<file path="config.mk">
export PLATFORM = sky130hd
export DESIGN_NAME = bcp_op_sequencer
export DESIGN_NICKNAME = d
export VERILOG_FILES = /design/src/rtl/bcp_pkg.sv /design/src/rtl/bcp_sync_fifo.sv /design/src/rtl/bcp_op_sequencer.sv
export SDC_FILE = /design/constraint.sdc
export NUM_CORES = 1
export LEC_CHECK = 0
export ABC_AREA = 1
export BUFFER_PORTS_ARGS = -buffer_cell sky130_fd_sc_hd__buf_2
export CAP_MARGIN = 40
export CORE_MARGIN = 4
export CORE_UTILIZATION = 50
export CTS_BUF_LIST = sky130_fd_sc_hd__clkbuf_4 sky130_fd_sc_hd__clkbuf_8
export CTS_CLUSTER_SIZE = 30
export DETAILED_ROUTE_END_ITERATION = 8
export GPL_ROUTABILITY_DRIVEN = 0
export GPL_TIMING_DRIVEN = 0
export PLACE_DENSITY = 0.67
export RECOVER_POWER = 25
export REMOVE_ABC_BUFFERS = 1
export SLEW_MARGIN = 10
export SYNTH_ARGS = -nofsm -noshare
export SYNTH_HDL_FRONTEND = slang
export SYNTH_SLANG_ARGS = --single-unit
export TNS_END_PERCENT = 20
</file>
<file path="constraint.sdc">
create_clock -name clk_i -period 7.6 [get_ports clk_i]
set_clock_uncertainty 0.05 [all_clocks]
set_input_delay 1.52 -clock clk_i [delete_from_list [all_inputs] [get_ports clk_i]]
set_output_delay 1.52 -clock clk_i [all_outputs]
set_load 0.01 [all_outputs]
</file>
<file path="src/rtl/bcp_pkg.sv">
// bcp_pkg: shared op-codes, status codes, sequencer state and literal type
// for the BCP command sequencer. Rev 1.0
`default_nettype none

package bcp_pkg;

  localparam logic [1:0] OP_NOP       = 2'b00;
  localparam logic [1:0] OP_UPDATE    = 2'b01;
  localparam logic [1:0] OP_DECIDE    = 2'b10;
  localparam logic [1:0] OP_BACKTRACK = 2'b11;

  localparam logic [2:0] ST_DONE     = 3'd1;
  localparam logic [2:0] ST_CONFLICT = 3'd4;
  localparam logic [2:0] ST_SAT      = 3'd5;
  localparam logic [2:0] ST_IMPL     = 3'd6;
  localparam logic [2:0] ST_TIMEOUT  = 3'd7;

  typedef enum logic [1:0] {
    IDLE        = 2'd0,
    ISSUE       = 2'd1,
    WAIT_STATUS = 2'd2
  } seq_state_e;

  // Literal id width for the default 20-variable formula.
  localparam int LIT_ID_W = 5;

  typedef struct packed {
    logic [LIT_ID_W-1:0] id;
    logic                polarity;
  } lit_t;

  // Status codes that end the command currently in flight.
  function automatic logic is_terminal(input logic [2:0] code);
    return (code == ST_DONE) || (code == ST_CONFLICT) || (code == ST_SAT);
  endfunction

endpackage

`default_nettype wire

</file>
<file path="src/rtl/bcp_sync_fifo.sv">
// bcp_sync_fifo: synchronous FIFO with registered storage, no write-to-read
// bypass; push into a full FIFO is accepted only when a pop frees a slot. Rev 1.0
`default_nettype none

module bcp_sync_fifo #(
  parameter int WIDTH = 8,
  parameter int DEPTH = 4
) (
  input  logic             clk_i,
  input  logic             rst_ni,
  input  logic             push,
  input  logic [WIDTH-1:0] wdata,
  input  logic             pop,
  output logic [WIDTH-1:0] rdata,
  output logic             full,
  output logic             empty
);

  localparam int AW    = (DEPTH > 1) ? $clog2(DEPTH) : 1;
  localparam int CNT_W = AW + 1;

  logic [WIDTH-1:0] mem [DEPTH];
  logic [AW-1:0]    wr_ptr;
  logic [AW-1:0]    rd_ptr;
  logic [CNT_W-1:0] count;
  logic             do_push;
  logic             do_pop;

  assign full    = (count == CNT_W'(DEPTH));
  assign empty   = (count == '0);
  assign do_pop  = pop && !empty;
  assign do_push = push && (!full || do_pop);
  assign rdata   = mem[rd_ptr];

  always_ff @(posedge clk_i or negedge rst_ni) begin
    if (!rst_ni) begin
      for (int i = 0; i < DEPTH; i++) mem[i] <= '0;
      wr_ptr <= '0;
      rd_ptr <= '0;
      count  <= '0;
    end else begin
      if (do_push) begin
        mem[wr_ptr] <= wdata;
        wr_ptr      <= wr_ptr + AW'(1);
      end
      if (do_pop) rd_ptr <= rd_ptr + AW'(1);
      case ({do_push, do_pop})
        2'b10:   count <= count + CNT_W'(1);
        2'b01:   count <= count - CNT_W'(1);
        default: ;
      endcase
    end
  end

endmodule

`default_nettype wire

</file>
<file path="src/rtl/bcp_op_sequencer.sv">
// bcp_op_sequencer: buffers PS commands, issues them to the BCP core and
// queues core status events as responses. Optional watchdog: BCP_SEQ_TIMEOUT_EN. Rev 1.0
`default_nettype none

module bcp_op_sequencer
  import bcp_pkg::*;
#(
  parameter int FORMULA_MAX_VARIABLE = 20,
  parameter int MAX_CLAUSE           = 91,
  parameter int CMD_DEPTH            = 4,
  parameter int RSP_DEPTH            = 32,
`ifdef BCP_SEQ_TIMEOUT_EN
  parameter int TIMEOUT_CYCLES       = 1024,
`endif
  localparam int VAR_LEN = $clog2(FORMULA_MAX_VARIABLE + 1),
  localparam int CID_LEN = $clog2(MAX_CLAUSE),
  localparam int LIT_W   = VAR_LEN + 1
) (
  input  logic               clk_i,
  input  logic               rst_ni,
  input  logic               cmd_valid_i,
  output logic               cmd_ready_o,
  input  logic [1:0]         cmd_op_i,
  input  logic [CID_LEN-1:0] cmd_cid_i,
  input  logic [3*LIT_W-1:0] cmd_lit_i,
  output logic [1:0]         core_op_o,
  output logic [CID_LEN-1:0] core_cid_o,
  output logic [3*LIT_W-1:0] core_lit_o,
  input  logic               core_clear_req_i,
  input  logic               core_status_valid_i,
  input  logic [2:0]         core_status_i,
  input  logic [LIT_W-1:0]   core_impl_i,
  output logic               rsp_valid_o,
  input  logic               rsp_ready_i,
  output logic [2:0]         rsp_code_o,
  output logic [LIT_W-1:0]   rsp_impl_o,
  output logic               busy_o,
  output logic               rsp_overflow_o,
  output logic [15:0]        impl_count_o
);

  localparam int CMD_W = 2 + CID_LEN + 3 * LIT_W;
  localparam int RSP_W = 3 + LIT_W;

  seq_state_e       state;
  seq_state_e       state_nx;
  logic [1:0]       held_op;
  logic             cmd_push;
  logic             cmd_pop;
  logic             cmd_full;
  logic             cmd_empty;
  logic [CMD_W-1:0] cmd_rdata;
  logic             rsp_push;
  logic             rsp_pop;
  logic             rsp_full;
  logic             rsp_empty;
  logic [RSP_W-1:0] rsp_wdata;
  logic [RSP_W-1:0] rsp_rdata;
  logic             have_event;
  logic [RSP_W-1:0] last_event;
  logic             status_event;

  // NOP commands are acknowledged but never stored.
  assign cmd_push    = cmd_valid_i && !cmd_full && (cmd_op_i != OP_NOP);
  assign cmd_ready_o = !cmd_full;

  bcp_sync_fifo #(.WIDTH(CMD_W), .DEPTH(CMD_DEPTH)) u_cmd_fifo (
    .clk_i  (clk_i),
    .rst_ni (rst_ni),
    .push   (cmd_push),
    .wdata  ({cmd_op_i, cmd_cid_i, cmd_lit_i}),
    .pop    (cmd_pop),
    .rdata  (cmd_rdata),
    .full   (cmd_full),
    .empty  (cmd_empty)
  );

  assign rsp_valid_o = !rsp_empty;
  assign rsp_pop     = rsp_valid_o && rsp_ready_i;
  assign rsp_code_o  = rsp_rdata[RSP_W-1 -: 3];
  assign rsp_impl_o  = rsp_rdata[LIT_W-1:0];

  bcp_sync_fifo #(.WIDTH(RSP_W), .DEPTH(RSP_DEPTH)) u_rsp_fifo (
    .clk_i  (clk_i),
    .rst_ni (rst_ni),
    .push   (rsp_push),
    .wdata  (rsp_wdata),
    .pop    (rsp_pop),
    .rdata  (rsp_rdata),
    .full   (rsp_full),
    .empty  (rsp_empty)
  );

  // A held status level is taken once; only a changed record is a new event.
  assign status_event = (state == WAIT_STATUS) && core_status_valid_i &&
                        (!have_event || ({core_status_i, core_impl_i} != last_event));

  assign core_op_o = (state == ISSUE) ? held_op : OP_NOP;
  assign busy_o    = (state != IDLE);

`ifdef BCP_SEQ_TIMEOUT_EN
  logic [15:0] wd_count;
  logic        wd_expire;

  assign wd_expire = ((state == ISSUE) || ((state == WAIT_STATUS) && !status_event)) &&
                     (wd_count == 16'(TIMEOUT_CYCLES - 1));

  always_ff @(posedge clk_i or negedge rst_ni) begin
    if (!rst_ni)                     wd_count <= '0;
    else if (cmd_pop || status_event) wd_count <= '0;
    else if (state != IDLE)          wd_count <= wd_count + 16'd1;
  end
`endif

  always_comb begin
    state_nx  = state;
    cmd_pop   = 1'b0;
    rsp_push  = 1'b0;
    rsp_wdata = '0;
    case (state)
      IDLE: begin
        if (!cmd_empty && !core_clear_req_i) begin
          cmd_pop  = 1'b1;
          state_nx = ISSUE;
        end
      end
      ISSUE: begin
        if (core_clear_req_i) state_nx = WAIT_STATUS;
      end
      WAIT_STATUS: begin
        if (status_event) begin
          if (core_status_i == ST_IMPL) begin
            rsp_push  = 1'b1;
            rsp_wdata = {ST_IMPL, core_impl_i};
          end else if (is_terminal(core_status_i)) begin
            rsp_push  = 1'b1;
            rsp_wdata = {core_status_i, {LIT_W{1'b0}}};
            state_nx  = IDLE;
          end
        end
      end
      default: state_nx = IDLE;
    endcase
`ifdef BCP_SEQ_TIMEOUT_EN
    if (wd_expire) begin
      rsp_push  = 1'b1;
      rsp_wdata = {ST_TIMEOUT, {LIT_W{1'b0}}};
      state_nx  = IDLE;
    end
`endif
  end

  always_ff @(posedge clk_i or negedge rst_ni) begin
    if (!rst_ni) begin
      state          <= IDLE;
      held_op        <= OP_NOP;
      core_cid_o     <= '0;
      core_lit_o     <= '0;
      have_event     <= 1'b0;
      last_event     <= '0;
      impl_count_o   <= '0;
      rsp_overflow_o <= 1'b0;
    end else begin
      state <= state_nx;
      if (cmd_pop) begin
        {held_op, core_cid_o, core_lit_o} <= cmd_rdata;
        have_event <= 1'b0;
      end
      if (status_event) begin
        have_event <= 1'b1;
        last_event <= {core_status_i, core_impl_i};
        if ((core_status_i == ST_IMPL) && (impl_count_o != 16'hFFFF))
          impl_count_o <= impl_count_o + 16'd1;
      end
      // The core is never stalled, so a record that finds no room is lost.
      if (rsp_push && rsp_full && !rsp_pop) rsp_overflow_o <= 1'b1;
    end
  end

endmodule

`default_nettype wire

</file>
==> results_dict.tcl <==
set metrics [dict create \
    layout-drive-gt1-share_pct 13.0 \
    antenna_violating_nets_post_route 0 \
    cap_violations 1 \
    synth-seq-area-share_pct 51.8 \
    pin_count 98 \
    die_h_um 222 \
    post-place-ws_ps 3050 \
    floorplan.initialDensity_pct 50.6 \
    synth.top_cell.area_share_pct 51.8 \
    antenna_found_initial 1 \
    synth.avg_cell_area_um2 8.12 \
    report.final.slew_viol_count 65 \
    dpl.hpwl_um 40500 \
    failing_checks "capacitance limit, slew limit" \
    critPathRequiredTime_ps 6770 \
    rows 78 \
    numPlacedInstances 3394 \
    final_cells 3547 \
    syn_inst 2828 \
    critical_path.cell_chain "clkbuf_1" \
    ys_seq_elements 475 \
    grt_start_max_net_pins 110 \
    power.density_cell_area_nw_per_um2 357 \
    post-synth-top-area-cell "sky130_fd_sc_hd__dfrtp_1" \
    critical_path_class "input port to asynchronous set/reset pin" \
    synth.top_cells.by_count "sky130_fd_sc_hd__nand2_1, sky130_fd_sc_hd__dfrtp_1, sky130_fd_sc_hd__nand3_1" \
    synth.distinct_cells 35 \
    worst_path_largest_cell_delay_ps 2870 \
    setup_slack_ps 2350 \
    worst_ir_drop_vdd_mv 0.248 \
    core_um2 45400 \
    post-layout-total-power_uw 9400 \
    io_buffer_count 97 \
    setup_total_negative_slack_ps 0 \
    cts_hold_repair.buffers 0 \
    synth_area_um2 23000 \
    synth.most_common_cell "sky130_fd_sc_hd__nand2_1" \
    multiInputGateArea_um2 9900 \
    drc 0 \
    vias 20100 \
    async_flop_share_pct 100 \
    timing.critical_path.slowest_stage_cell "sky130_fd_sc_hd__clkbuf_1" \
    numClockSinks 475 \
    sequential_area_um2 11900 \
    pwr-share-comb_pct 36.5 \
    period_needed_ps 5250 \
    globalRoute.totalOverflow 0 \
    grt_first_pass_wirelength_um 103000 \
    postCtsSetupBuffers 0 \
    clock_path_buffers 3 \
    grt_setup_unrepaired "no" \
    synth.area.top_cells "sky130_fd_sc_hd__dfrtp_1, sky130_fd_sc_hd__nand2_1, sky130_fd_sc_hd__nand3_1" \
    grt_use_total_pct 25.2 \
    synth_enable_flop_cells 0 \
    hold_slack_ps 416 \
    cp-start-kind "input port" \
    clock_insertion_delay_worst_skew_ps 670 \
    tritoncts "yes" \
    wirelength_um 63300 \
    first_global_vias 19400 \
    pre_repair_dr_iteration_count 6 \
    number_of_vias_per_cell_after_detailed_routing 5.67 \
    synth_ff_type "sky130_fd_sc_hd__dfrtp_1" \
    rel_slew_slack_pct -177 \
    critical-path-top-delay-family "buffers and inverters" \
    cts_buffers 83 \
    die_w_um 222 \
    sequential_group_share_of_total_power_pct 36.1 \
    cts-root-buf "sky130_fd_sc_hd__clkbuf_8" \
    yosys_warning_count 0 \
    cp_data_arrival_time_ps 4410 \
    cts.repair.resized 0 \
    total_switching_power_uw 3730 \
    status "finished with violations" \
    final_min_period_over_clock_period_pct 69.0 \
    min-delay-path-class "flip-flop to flip-flop" \
    timing.final.setup_violations 0 \
    wl_per_cell_um 17.8 \
    internal-power_uw 5670 \
    share_clk_of_total_power_pct 27.4 \
    area.growth.synth_to_final_pct 14.5 \
    worstPathMaxFanout 67 \
    htree_levels 3 \
    clkSlewWorstSetupHoldPaths_ps 60 \
    achievable_freq_mhz 191 \
    timing.final.hold_violations 0 \
    p_sw_share_pct 39.7 \
    nFillCells 4103 \
    detailedRoute.firstIterationViolations 2142 \
    fin_nets 2936 \
    timing_worst_slew_pin_value_ps 4160 \
    setup.worst_path.end_class "asynchronous set/reset pin" \
    die_area_um2 49400 \
    leakage_uw 0.0130 \
    path_buf_inv 1 \
]
[stage by stage]
| step | area, um^2 | utilization [%] |
|---|---|---|
| floorplan | 22200 | - |
| finish | 26300 | 58.0 |
| detailed placement | 24500 | 53.9 |
| CTS | 26300 | 58.0 |
| global placement | 23500 | 51.7 |
| global route | 26300 | 58.0 |
[flip-flops by register name, indices dropped and copies added, names as in the netlist, 2 cells and up]
name,cells
u_rsp_fifo.mem,288
u_cmd_fifo.mem,108
core_lit_o,18
impl_count_o,16
last_event,9
core_cid_o,7
u_rsp_fifo.count,6
u_rsp_fifo.rd_ptr,5
u_rsp_fifo.wr_ptr,5
u_cmd_fifo.count,3
held_op,2
state,2
u_cmd_fifo.rd_ptr,2
u_cmd_fifo.wr_ptr,2
[logic make-up (layout without fill, tap and decap cells)]
kind of cell,Yosys count,in the layout,synth area share [%]
AND/OR/NAND/NOR,1531,1531,27.9
flip-flops,475,475,51.8
AO/OA/AOI/OAI,411,411,10.0
buffers and inverters,310,428,5.55
multiplexers,54,54,2.65
XOR/XNOR,32,32,1.22
adder cells (fa/ha/maj),15,15,0.850
other,0,1,0
[layout by cell type, fill, tap and decap left out, drive strengths merged]
master	n
nand3b	2
a21oi	42
a31oi	27
nand2	854
nor3	8
nor2	262
bufinv	2
o21ai	249
nand4	47
o221ai	8
fa	1
nand3	355
xnor2	10
ha	14
nor3b	1
and2	1
clkinv	18
inv	145
o21bai	1
dfrtp	475
or2	1
o22ai	28
xor2	22
clkbuf	131
mux2	54
diode	1
buf	132
o211ai	56
[power by group through the flow]
| stage | Clock (uW) | Combinational, uW | Sequential [uW] |
|---|---|---|---|
| global route | 2740 | 3780 | 3460 |
| CTS | 2630 | 3420 | 3390 |
| global placement | 0 | 2990 | 3650 |
| floorplan | 0 | 1970 | 3500 |
| finish | 2570 | 3430 | 3390 |
| detailed placement | 0 | 3400 | 3430 |
[final timing paths]
kind | startpoint | end | slack, ps | depth (start not counted)
max | rst_ni | u_rsp_fifo.rd_ptr[0] | 2350 | 1
min in group asynchronous | rst_ni | u_rsp_fifo.mem[240] | 2260 | 1
min reg2reg | u_rsp_fifo.mem[130] | u_rsp_fifo.mem[130] | 420 | 2
max reg2reg | last_event[6] | u_rsp_fifo.count[4] | 4370 | 16
min | u_rsp_fifo.mem[130] | u_rsp_fifo.mem[130] | 420 | 2
max in group clk_i | u_rsp_fifo.rd_ptr[1] | rsp_impl_o[0] | 2380 | 12
[cell type report]
cell class,instances,area share (%)
Clock buffer,128,6.20
Timing Repair Buffer,135,5.18
Inverter,141,2.03
Tap cell,600,2.85
Sequential cell,475,45.2
Clock inverter,24,0.842
Multi-Input combinational cell,2043,37.6
Antenna cell,1,0.00951
[metal layers]
metal  track usage, %  up-vias  wire length, um
li1                 -     9466                -
met5                0        -                0
met2             41.0      677            30500
met4             8.26        0             1500
met1             34.1     9849            27200
met3             5.15      120             4060
Power figures use the tool's default switching activity.
